## config.mk

```make
export PLATFORM = sky130hd
export DESIGN_NAME = debounce_bank
export DESIGN_NICKNAME = d
export VERILOG_FILES = /design/src/rtl/debounce_bank.sv
export SDC_FILE = /design/constraint.sdc
export NUM_CORES = 1
export LEC_CHECK = 0
export ABC_AREA = 1
export BUFFER_PORTS_ARGS = -buffer_cell sky130_fd_sc_hd__clkbuf_2
export CORE_ASPECT_RATIO = 1.25
export CORE_MARGIN = 5
export CORE_UTILIZATION = 55
export DETAILED_ROUTE_END_ITERATION = 10
export GPL_TIMING_DRIVEN = 0
export HOLD_SLACK_MARGIN = 0.1
export PLACE_DENSITY = 0.75
export SETUP_SLACK_MARGIN = 0.4
export SYNTH_ARGS = -nofsm -noshare
export SYNTH_HDL_FRONTEND = slang
export SYNTH_HIERARCHICAL = 1
export SYNTH_SLANG_ARGS = --single-unit
```

## constraint.sdc

```tcl
create_clock -name i_Clk -period 2 [get_ports i_Clk]
set_clock_uncertainty 0.05 [all_clocks]
set_input_delay 0.4 -clock i_Clk [delete_from_list [all_inputs] [get_ports i_Clk]]
set_output_delay 0.4 -clock i_Clk [all_outputs]
set_load 0.05 [all_outputs]
```

## src/rtl/debounce_bank.sv

```systemverilog
// debounce_bank: multi-channel switch debouncer.
//   Each raw input is synchronised (2 FF), sampled on a shared prescaler
//   tick, and committed to a new level only after DEBOUNCE_LIMIT consecutive
//   differing ticks. Every channel reports its clean level plus single-cycle
//   rise / fall / long-press hold pulses.
// Ports:
//   i_Clk      system clock (single clock domain)
//   i_Reset    synchronous active-high reset
//   i_Switch   [NUM_CH] raw asynchronous switch inputs
//   o_State    [NUM_CH] debounced levels
//   o_Rise     [NUM_CH] one-cycle pulse on committed 0->1
//   o_Fall     [NUM_CH] one-cycle pulse on committed 1->0
//   o_Hold     [NUM_CH] one-cycle pulse after HOLD_LIMIT ticks at 1
//   o_Changed  registered OR of all rise/fall pulses, aligned with them

// Per-channel debounce, edge and hold logic.
module debounce_ch #(
   parameter int   DEBOUNCE_LIMIT = 10,
   parameter int   HOLD_LIMIT     = 1000,
   parameter logic INIT_STATE     = 1'b0
) (
   input  logic i_Clk,
   input  logic i_Reset,
   input  logic i_Tick,
   input  logic i_Switch,
   output logic o_State,
   output logic o_Rise,
   output logic o_Fall,
   output logic o_Hold,
   output logic o_Rise_Next,
   output logic o_Fall_Next
);
   localparam int CW = $clog2(DEBOUNCE_LIMIT + 1);
   localparam int HW = (HOLD_LIMIT > 0) ? $clog2(HOLD_LIMIT + 1) : 1;
   localparam logic          HOLD_EN   = (HOLD_LIMIT != 0);
   localparam logic [CW-1:0] CNT_LAST  = CW'(DEBOUNCE_LIMIT - 1);
   localparam logic [HW-1:0] HOLD_LAST = HOLD_EN ? HW'(HOLD_LIMIT - 1) : '0;

   logic          sync_1, sync_2, state, fired;
   logic [CW-1:0] cnt;
   logic [HW-1:0] hold_cnt;
   logic          differ, commit, hold_hit;

   assign differ = (sync_2 != state);
   assign commit = i_Tick && differ && (cnt == CNT_LAST);
   // A committing fall takes priority, so hold never coincides with fall.
   assign hold_hit = HOLD_EN && i_Tick && state && !fired && !commit &&
                     (hold_cnt == HOLD_LAST);

   assign o_Rise_Next = commit && !state;
   assign o_Fall_Next = commit && state;
   assign o_State     = state;

   always_ff @(posedge i_Clk) begin
      if (i_Reset) begin
         sync_1   <= INIT_STATE;
         sync_2   <= INIT_STATE;
         state    <= INIT_STATE;
         cnt      <= '0;
         hold_cnt <= '0;
         fired    <= 1'b0;
         o_Rise   <= 1'b0;
         o_Fall   <= 1'b0;
         o_Hold   <= 1'b0;
      end else begin
         sync_1 <= i_Switch;
         sync_2 <= sync_1;
         o_Rise <= o_Rise_Next;
         o_Fall <= o_Fall_Next;
         o_Hold <= hold_hit;

         if (i_Tick) begin
            if (!differ) begin
               cnt <= '0;             // any bounce back restarts the count
            end else if (commit) begin
               state <= sync_2;
               cnt   <= '0;
            end else begin
               cnt <= cnt + CW'(1);
            end
         end

         // The committing tick itself never counts toward hold; counting
         // starts on the tick after state reads 1.
         if (!state || commit) begin
            hold_cnt <= '0;
            fired    <= 1'b0;
         end else if (HOLD_EN && i_Tick && !fired) begin
            hold_cnt <= hold_cnt + HW'(1);
            if (hold_hit) fired <= 1'b1;
         end
      end
   end
endmodule

module debounce_bank #(
   parameter int   NUM_CH         = 4,
   parameter int   TICK_DIV       = 25000,
   parameter int   DEBOUNCE_LIMIT = 10,
   parameter int   HOLD_LIMIT     = 1000,
   parameter logic INIT_STATE     = 1'b0
) (
   input  logic              i_Clk,
   input  logic              i_Reset,
   input  logic [NUM_CH-1:0] i_Switch,
   output logic [NUM_CH-1:0] o_State,
   output logic [NUM_CH-1:0] o_Rise,
   output logic [NUM_CH-1:0] o_Fall,
   output logic [NUM_CH-1:0] o_Hold,
   output logic              o_Changed
);
   localparam int TW = (TICK_DIV > 1) ? $clog2(TICK_DIV) : 1;
   localparam logic [TW-1:0] DIV_LAST = TW'(TICK_DIV - 1);

   logic [TW-1:0]     div_cnt;
   logic              tick;
   logic [NUM_CH-1:0] rise_next, fall_next;

   // With TICK_DIV=1 the counter sits at 0 and tick is permanently high.
   assign tick = (div_cnt == DIV_LAST);

   always_ff @(posedge i_Clk) begin
      if (i_Reset)   div_cnt <= '0;
      else if (tick) div_cnt <= '0;
      else           div_cnt <= div_cnt + TW'(1);
   end

   for (genvar g = 0; g < NUM_CH; g++) begin : g_ch
      debounce_ch #(
         .DEBOUNCE_LIMIT (DEBOUNCE_LIMIT),
         .HOLD_LIMIT     (HOLD_LIMIT),
         .INIT_STATE     (INIT_STATE)
      ) u_ch (
         .i_Clk       (i_Clk),
         .i_Reset     (i_Reset),
         .i_Tick      (tick),
         .i_Switch    (i_Switch[g]),
         .o_State     (o_State[g]),
         .o_Rise      (o_Rise[g]),
         .o_Fall      (o_Fall[g]),
         .o_Hold      (o_Hold[g]),
         .o_Rise_Next (rise_next[g]),
         .o_Fall_Next (fall_next[g])
      );
   end

   // Built from the next-cycle pulse terms so it lands with o_Rise/o_Fall.
   always_ff @(posedge i_Clk) begin
      if (i_Reset) o_Changed <= 1'b0;
      else         o_Changed <= |(rise_next | fall_next);
   end
endmodule

```

==> results.cfg, run 1 <==
[run_status]
status = completed

[power]
power.total_mw = 3.39
leakagePower_nw = 2.40
worst_ir_drop_vdd_uv = 417
power_density_nw_per_um2 = 537

[synth]
synth_compound_area_frac = 0.0806
synth_top_cell_area_share = 0.406
netlist_top_cells_area = dfxtp_1 41%, nand2_1 13%, inv_1 8.2%
number_of_enable_flip_flop_cells_after_synthesis = 0
combinational_family_with_the_most_area_after_synthesis = simple AND/OR/NAND/NOR gates
yosys.area.top_type = dfxtp_1
post_synth_mux_area_share = 0
synth_adder_area_share = 0.0355
synth.ff_latch_count = 100
netlist-cell-type-count = 29
top_cell_types_by_occurrence_after_synthesis = 176 x nand2_1, 108 x inv_1, 100 x dfxtp_1
postSynthCellCount = 683
seq_area_frac_synth = 0.406
synth_ff_type = dfxtp_1
synth-warning-count = 6
netlist_area_um2 = 4930
synth-async-reset-ratio = 0
synth.most_common_cell = nand2_1
syn_nets = 703
synth_simple_gate_area_share = 0.364
xor_xnor_fraction_of_synth_area = 0.0213
synth_area_per_cell_um2 = 7.22

[global_routing]
grtUsageTotal = 0.191
grt_overflow_total = 0
pin_count_of_the_biggest_net_entering_global_routing = 31
grt_first_pass_wirelength_um = 17100
first_global_vias = 4206
grt_antenna_before_repair = 0

[setup_path]
worstSetupEndpointType = flip-flop
worst-path-max-fanout = 4
timing.critical_path.slowest_cell_delay_ns = 0.36
cp.required_ns = 2.18
regToRegEndpoint = o_Changed
timing.reg2reg.worst_path_depth = 15
worstPathCellList = ha_4, nand2_1, inv_1, nand2_2, nor4_4, buf_6, buf_6, nand2_4, nor2_4, nand2_4, inv_2, nand2_1, inv_2, nor4_4, a21oi_2
path_class = flip-flop to flip-flop
crit_family = simple AND/OR/NAND/NOR gates
data_arrival_time_of_the_critical_path_ns = 2.10
critPathLaunchType = flip-flop
reg2reg_setup_slack_ns = 0.07
cp.buffers_inverters = 5
r2r_start = div_cnt[0]
critPathSlowestCell = dfxtp_4

[clock_network]
clock_transition_at_the_registers_of_the_reported_paths_ns = 0.09
cts.sinks = 100
ctsHoldBuffers = 0
insertion_delay_ns = 0.36
cts_max_level = 3
cts-root-buf = clkbuf_8
clockBufferDepth = 2
numCtsBuffers = 9
tritoncts = yes

[route]
number_of_remaining_drc_errors = 0
route.vias.total = 4342
post_drt_wl_per_cell_um = 11.7
number_of_nets_with_antenna_violations_after_detailed_routing = 0
dr.first_iter.drc_count = 151
post_drt_via_cell_ratio = 4.95
detailedRoute.firstPassIterationCount = 7
totalWireLength_um = 10200

[timing]
period_utilization_post_route = 0.964
hold_viol = 0
transition_time_at_the_pin_with_the_least_slew_margin_ns = 0.650
final-setup-viol-count = 0
setup_repair_after_global_routing_missed_its_margin = yes
finalMaxSlewViolations = 0
worst_slew_margin_rel = 0.566
fin_setup_tns_ns = 0
maxClockFrequency_ghz = 0.518
min_period_ns = 1.93

[final_layout]
final-seq-area_um2 = 2030
synthToLayoutAreaGrowth_pct = 27.9
final.fill_count = 657
layoutNonFillerInstCount = 878
final_nets = 773
final_core_utilization = 0.721
area_occupied_by_multi_input_gates_um2 = 3000
fraction_of_layout_instances_using_a_drive_strength_above_1 = 0.309
antenna_cells = 0

[worst_hold_path]
min_to = g_ch[2].u_ch/sync_1
min-delay-start = i_Switch[2]
hold_path_class = input pin to flip-flop
hold_depth = 3

[place]
dp_hpwl_um = 6560
io_buffer_count = 22
finalWeightedCongestion = 0.816
dp.cells = 825

[job]
cap_viol_max_count = 0

[die]
initial_core_util = 0.564
boundaryPins = 23
floorplan.rows = 38
die_h_um = 116
core_area_um2 = 8750
fp.dieArea_um2 = 11000
die_w_um = 94.7
cells in the final DEF (no fill, tap or decap), types with 17 or more instances in the layout:
cell type | synthesis | routed
nor2_4 | 10 | 28
buf_4 | 4 | 20
inv_1 | 108 | 98
nor2_1 | 82 | 63
dfxtp_1 | 100 | 88
nand3_1 | 40 | 23
nand2_1 | 176 | 161
a21oi_2 | 10 | 26
a21oi_1 | 44 | 28
nand3_2 | 8 | 17
clkbuf_2 | 0 | 19
where the power goes:
part           switching (mW)  leakage [nW]  total [mW]  internal [mW]
logic                  0.0492          1.49      0.0755         0.0263
clock network           0.686        0.0999        1.30          0.618
registers             0.00920         0.814        2.01           2.00
registers in the layout, summed over array words and instances, names as in the netlist:
| signal | cells |
|---|---|
| g_ch.u_ch/sync_2 | 4 |
| g_ch.u_ch/cnt | 16 |
| o_Changed | 1 |
| g_ch.u_ch/o_Hold | 4 |
| g_ch.u_ch/o_Fall | 4 |
| g_ch.u_ch/o_Rise | 4 |
| div_cnt | 15 |
| g_ch.u_ch/o_State | 4 |
| g_ch.u_ch/fired | 4 |
| g_ch.u_ch/hold_cnt | 40 |
| g_ch.u_ch/sync_1 | 4 |
logic make-up (layout without fill, tap and decap cells):
kind of cell    Yosys count  count (layout)
buf+inv                 115             187
compound gates           70              70
flops                   100             100
xor+xnor                 12              12
simple gates            372             375
fa+ha+maj                14              14
cell type report:
type                            instances  share of cell area
Multi-Input combinational cell        471               0.475
Sequential cell                       100               0.321
Timing Repair Buffer                   56              0.0716
Inverter                              109              0.0649
Tap cell                              120              0.0238
Clock buffer                           11              0.0224
Buffer                                  6              0.0113
Clock inverter                          5             0.00952
per-stage QoR:
stage / cell area (um^2) / setup slack, ns / hold slack [ns]
after floorplan: 5030 / 0.220 / 0.338
after global placement: 5290 / -0.0664 / 0.344
after detailed placement: 5290 / -0.115 / 0.343
after CTS: 6000 / 0.0368 / 0.141
after global routing: 6310 / -0.0718 / 0.159
final: 6310 / 0.0713 / 0.167
repair_timing:
item / in CTS / in global routing
buffers inserted: 25 / 9
resized for setup: 62 / 71
gates cloned: 2 / 1
hold endpoints to repair: 0 / 0
endpoints found under the setup margin: 80 / 77
pin swaps: 26 / 29
tightest hold or removal path, delay by kind of cell:
kind | cells | cell delay, ns
AND/OR/NAND/NOR | 1 | 0.03
buffers and inverters | 2 | 0.12
worst max-delay path by stage:
stage / cells after the start / startpoint / to
CTS: 15 / div_cnt[0] / o_Changed
global route: 12 / div_cnt[2] / g_ch[1].u_ch/hold_cnt[9]
finish: 15 / div_cnt[0] / o_Changed
detailed placement: 14 / div_cnt[0] / o_Changed
floorplan: 13 / div_cnt[5] / o_Changed
global placement: 14 / div_cnt[0] / o_Changed
per-layer routing:
| metal | vias to the layer above | wire, um | global-route usage |
|---|---|---|---|
| li1 | 2273 | - | - |
| met1 | 2005 | 4270 | 0.209 |
| met2 | 45 | 5510 | 0.354 |
| met3 | 19 | 226 | 0.0279 |
| met4 | 0 | 235 | 0.0924 |
| met5 | - | 0 | 0 |
Note: power is estimated with default switching activity, not from simulation.
==> run 2, diff against run 1 <==
--- a/config.mk
+++ b/config.mk
@@ -13,7 +13,7 @@
 export DETAILED_ROUTE_END_ITERATION = 10
 export GPL_TIMING_DRIVEN = 0
 export HOLD_SLACK_MARGIN = 0.1
-export PLACE_DENSITY = 0.75
+export PLACE_DENSITY = 0.86
 export SETUP_SLACK_MARGIN = 0.4
 export SYNTH_ARGS = -nofsm -noshare
 export SYNTH_HDL_FRONTEND = slang
==> run 2 against run 1 <==
  * Die area unchanged
  * Register-to-register slack got worse by 0.17 ns
  * Sequential cell count unchanged
  * Combinational power increased by 0.7%
  * Global-route usage increased by 3.4 points
  * Cell count increased by 1.0%
  * Hold slack got worse by 0.0087 ns
  * The run now ends with setup timing left
  * Fmax decreased by 8.2%
  * Critical path depth decreased by 1
  * Highest routed layer unchanged
  * Non-clock buffer count increased by 9
==> results.cfg, run 2 (synthesis gave the netlist of run 1 again) <==
[clock_network]
tritoncts = yes
numCtsBuffers = 9
clockBufferDepth = 2
cts_max_level = 3
cts.sinks = 100
cts-root-buf = clkbuf_8
clock_transition_at_the_registers_of_the_reported_paths_ns = 0.09
insertion_delay_ns = 0.37

[final_layout]
fraction_of_layout_instances_using_a_drive_strength_above_1 = 0.304
finalInstanceArea_um2 = 6290
most-common-layout-cells = 160 x nand2_1, 93 x inv_1, 90 x dfxtp_1, 68 x nor2_1
largest_register_ff_count = 40
final.fill_count = 620
antenna_cells = 0
synthToLayoutAreaGrowth_pct = 27.5
top_registers = g_ch.u_ch/hold_cnt x40, g_ch.u_ch/cnt x16, div_cnt x15
final_nets = 782
layout_commonest_cell = nand2_1
max_flop_register = g_ch.u_ch/hold_cnt

[place]
finalWeightedCongestion = 0.851
dp_worst_setup_slack_ns = -0.145
io_buffer_count = 22
placedInstanceArea_um2 = 5290
dp_hpwl_um = 6930

[die]
floorplan.rows = 38
fp.dieArea_um2 = 11000
die_w_um = 94.7
core_area_um2 = 8750
boundaryPins = 23
initial_core_util = 0.564
die_h_um = 116

[route]
totalWireLength_um = 13600
route.vias.total = 4848
number_of_remaining_drc_errors = 0
dr.first_iter.drc_count = 220
post_drt_via_cell_ratio = 5.47
number_of_nets_with_antenna_violations_after_detailed_routing = 0
detailedRoute.firstPassIterationCount = 5
post_drt_wl_per_cell_um = 15.3

[setup_path]
worstPathCellList = inv_4, nor2_4, nand3_2, nor4_4, buf_6, buf_8, nand2_4, nor2_4, nand2_4, inv_2, nand2_1, inv_2, nor4_4, a21oi_1
critPathLaunchType = flip-flop
cp.required_ns = 2.25
worst-path-max-fanout = 6
reg2reg_setup_slack_ns = -0.10
cp.buffers_inverters = 5
timing.critical_path.slowest_cell_delay_ns = 0.38
critPathSlowestCell = dfxtp_4
data_arrival_time_of_the_critical_path_ns = 2.35
crit_family = simple AND/OR/NAND/NOR gates
worstSetupEndpointType = flip-flop
path_class = flip-flop to flip-flop

[timing]
maxClockFrequency_ghz = 0.476
worst_slew_margin_rel = 0.555
transition_time_at_the_pin_with_the_least_slew_margin_ns = 0.667
hold_viol = 0
min_period_ns = 2.10
period_utilization_post_route = 1.05
finalMaxSlewViolations = 0
setup_repair_after_global_routing_missed_its_margin = yes
setup_ws_ns = -0.100
final-setup-viol-count = 28

[global_routing]
grt_antenna_before_repair = 0
first_global_vias = 4521
grt_overflow_total = 0
grt_first_pass_wirelength_um = 19700
pin_count_of_the_biggest_net_entering_global_routing = 31
grtUsageTotal = 0.224

[worst_hold_path]
hold_path_class = input pin to flip-flop

[power]
worst_ir_drop_vdd_uv = 275
power.total_mw = 3.30
p_clk_frac = 0.368
p_sw_frac = 0.229
leakagePower_nw = 2.41
intPower_mw = 2.55
power_density_nw_per_um2 = 525
p_seq_frac = 0.609
switchingPower_mw = 0.755
power.share.combinational = 0.023

[run_status]
status = finished with violations
violations = setup timing

[job]
cap_viol_max_count = 0
[run 2: per-layer routing]
| layer | track usage | part of all wire | vias up |
|---|---|---|---|
| li1 | - | - | 2300 |
| met1 | 0.222 | 0.36 | 2296 |
| met2 | 0.429 | 0.53 | 185 |
| met3 | 0.0416 | 0.048 | 67 |
| met4 | 0.126 | 0.056 | 0 |
| met5 | 0 | 0 | - |
[run 2: area by class of cell]
cell class / instances / area (um^2) / share of cell area
multi-input combinational: 471 / 2960 / 0.471
sequential: 100 / 2020 / 0.321
timing repair buffer: 65 / 488 / 0.0776
inverter: 109 / 414 / 0.0658
clock buffer: 13 / 159 / 0.0253
tap: 120 / 150 / 0.0239
buffer: 6 / 75.1 / 0.0119
clock inverter: 3 / 21.3 / 0.00338
[run 2: final timing paths]
check | from | to | cells after the start
worst min register to register | g_ch[1].u_ch/sync_1 | g_ch[1].u_ch/sync_2 | 2
worst max register to register | div_cnt[5] | o_Changed | 14
worst min-delay path | i_Switch[3] | g_ch[3].u_ch/sync_1 | 3
worst max-delay path | div_cnt[5] | o_Changed | 14
[run 2: repair_timing]
action,CTS,global route
buffers inserted,30,13
setup endpoints to repair,80,89
gates cloned,2,1
pin swaps,31,20
resized for setup,57,70
hold buffers,0,0
[run 2: tightest hold or removal path, stage by stage]
cell and delay, ns:
clkbuf_2 0.08, inv_1 0.04, nor2_1 0.03
[run 2: power groups by stage]
stage / clock [mW] / sequential [mW] / combinational [mW]
6_report: 1.22 / 2.01 / 0.0760
5_1_grt: 1.32 / 2.01 / 0.0854
4_1_cts: 1.22 / 2.01 / 0.0705
3_5_place_dp: 0 / 2.06 / 0.0596
3_3_place_gp: 0 / 2.06 / 0.0568
2_1_floorplan: 0 / 2.06 / 0.0377
[run 2: through the flow]
step	setup TNS (ns)	util	hold slack, ns	cells
after global routing	-3.04	0.719	0.157	887
final	-1.02	0.719	0.158	887
after detailed placement	-1.50	0.605	0.352	825
after CTS	0	0.679	0.154	873
after global placement	-0.0698	0.605	0.342	825
after floorplan	0	-	0.338	683
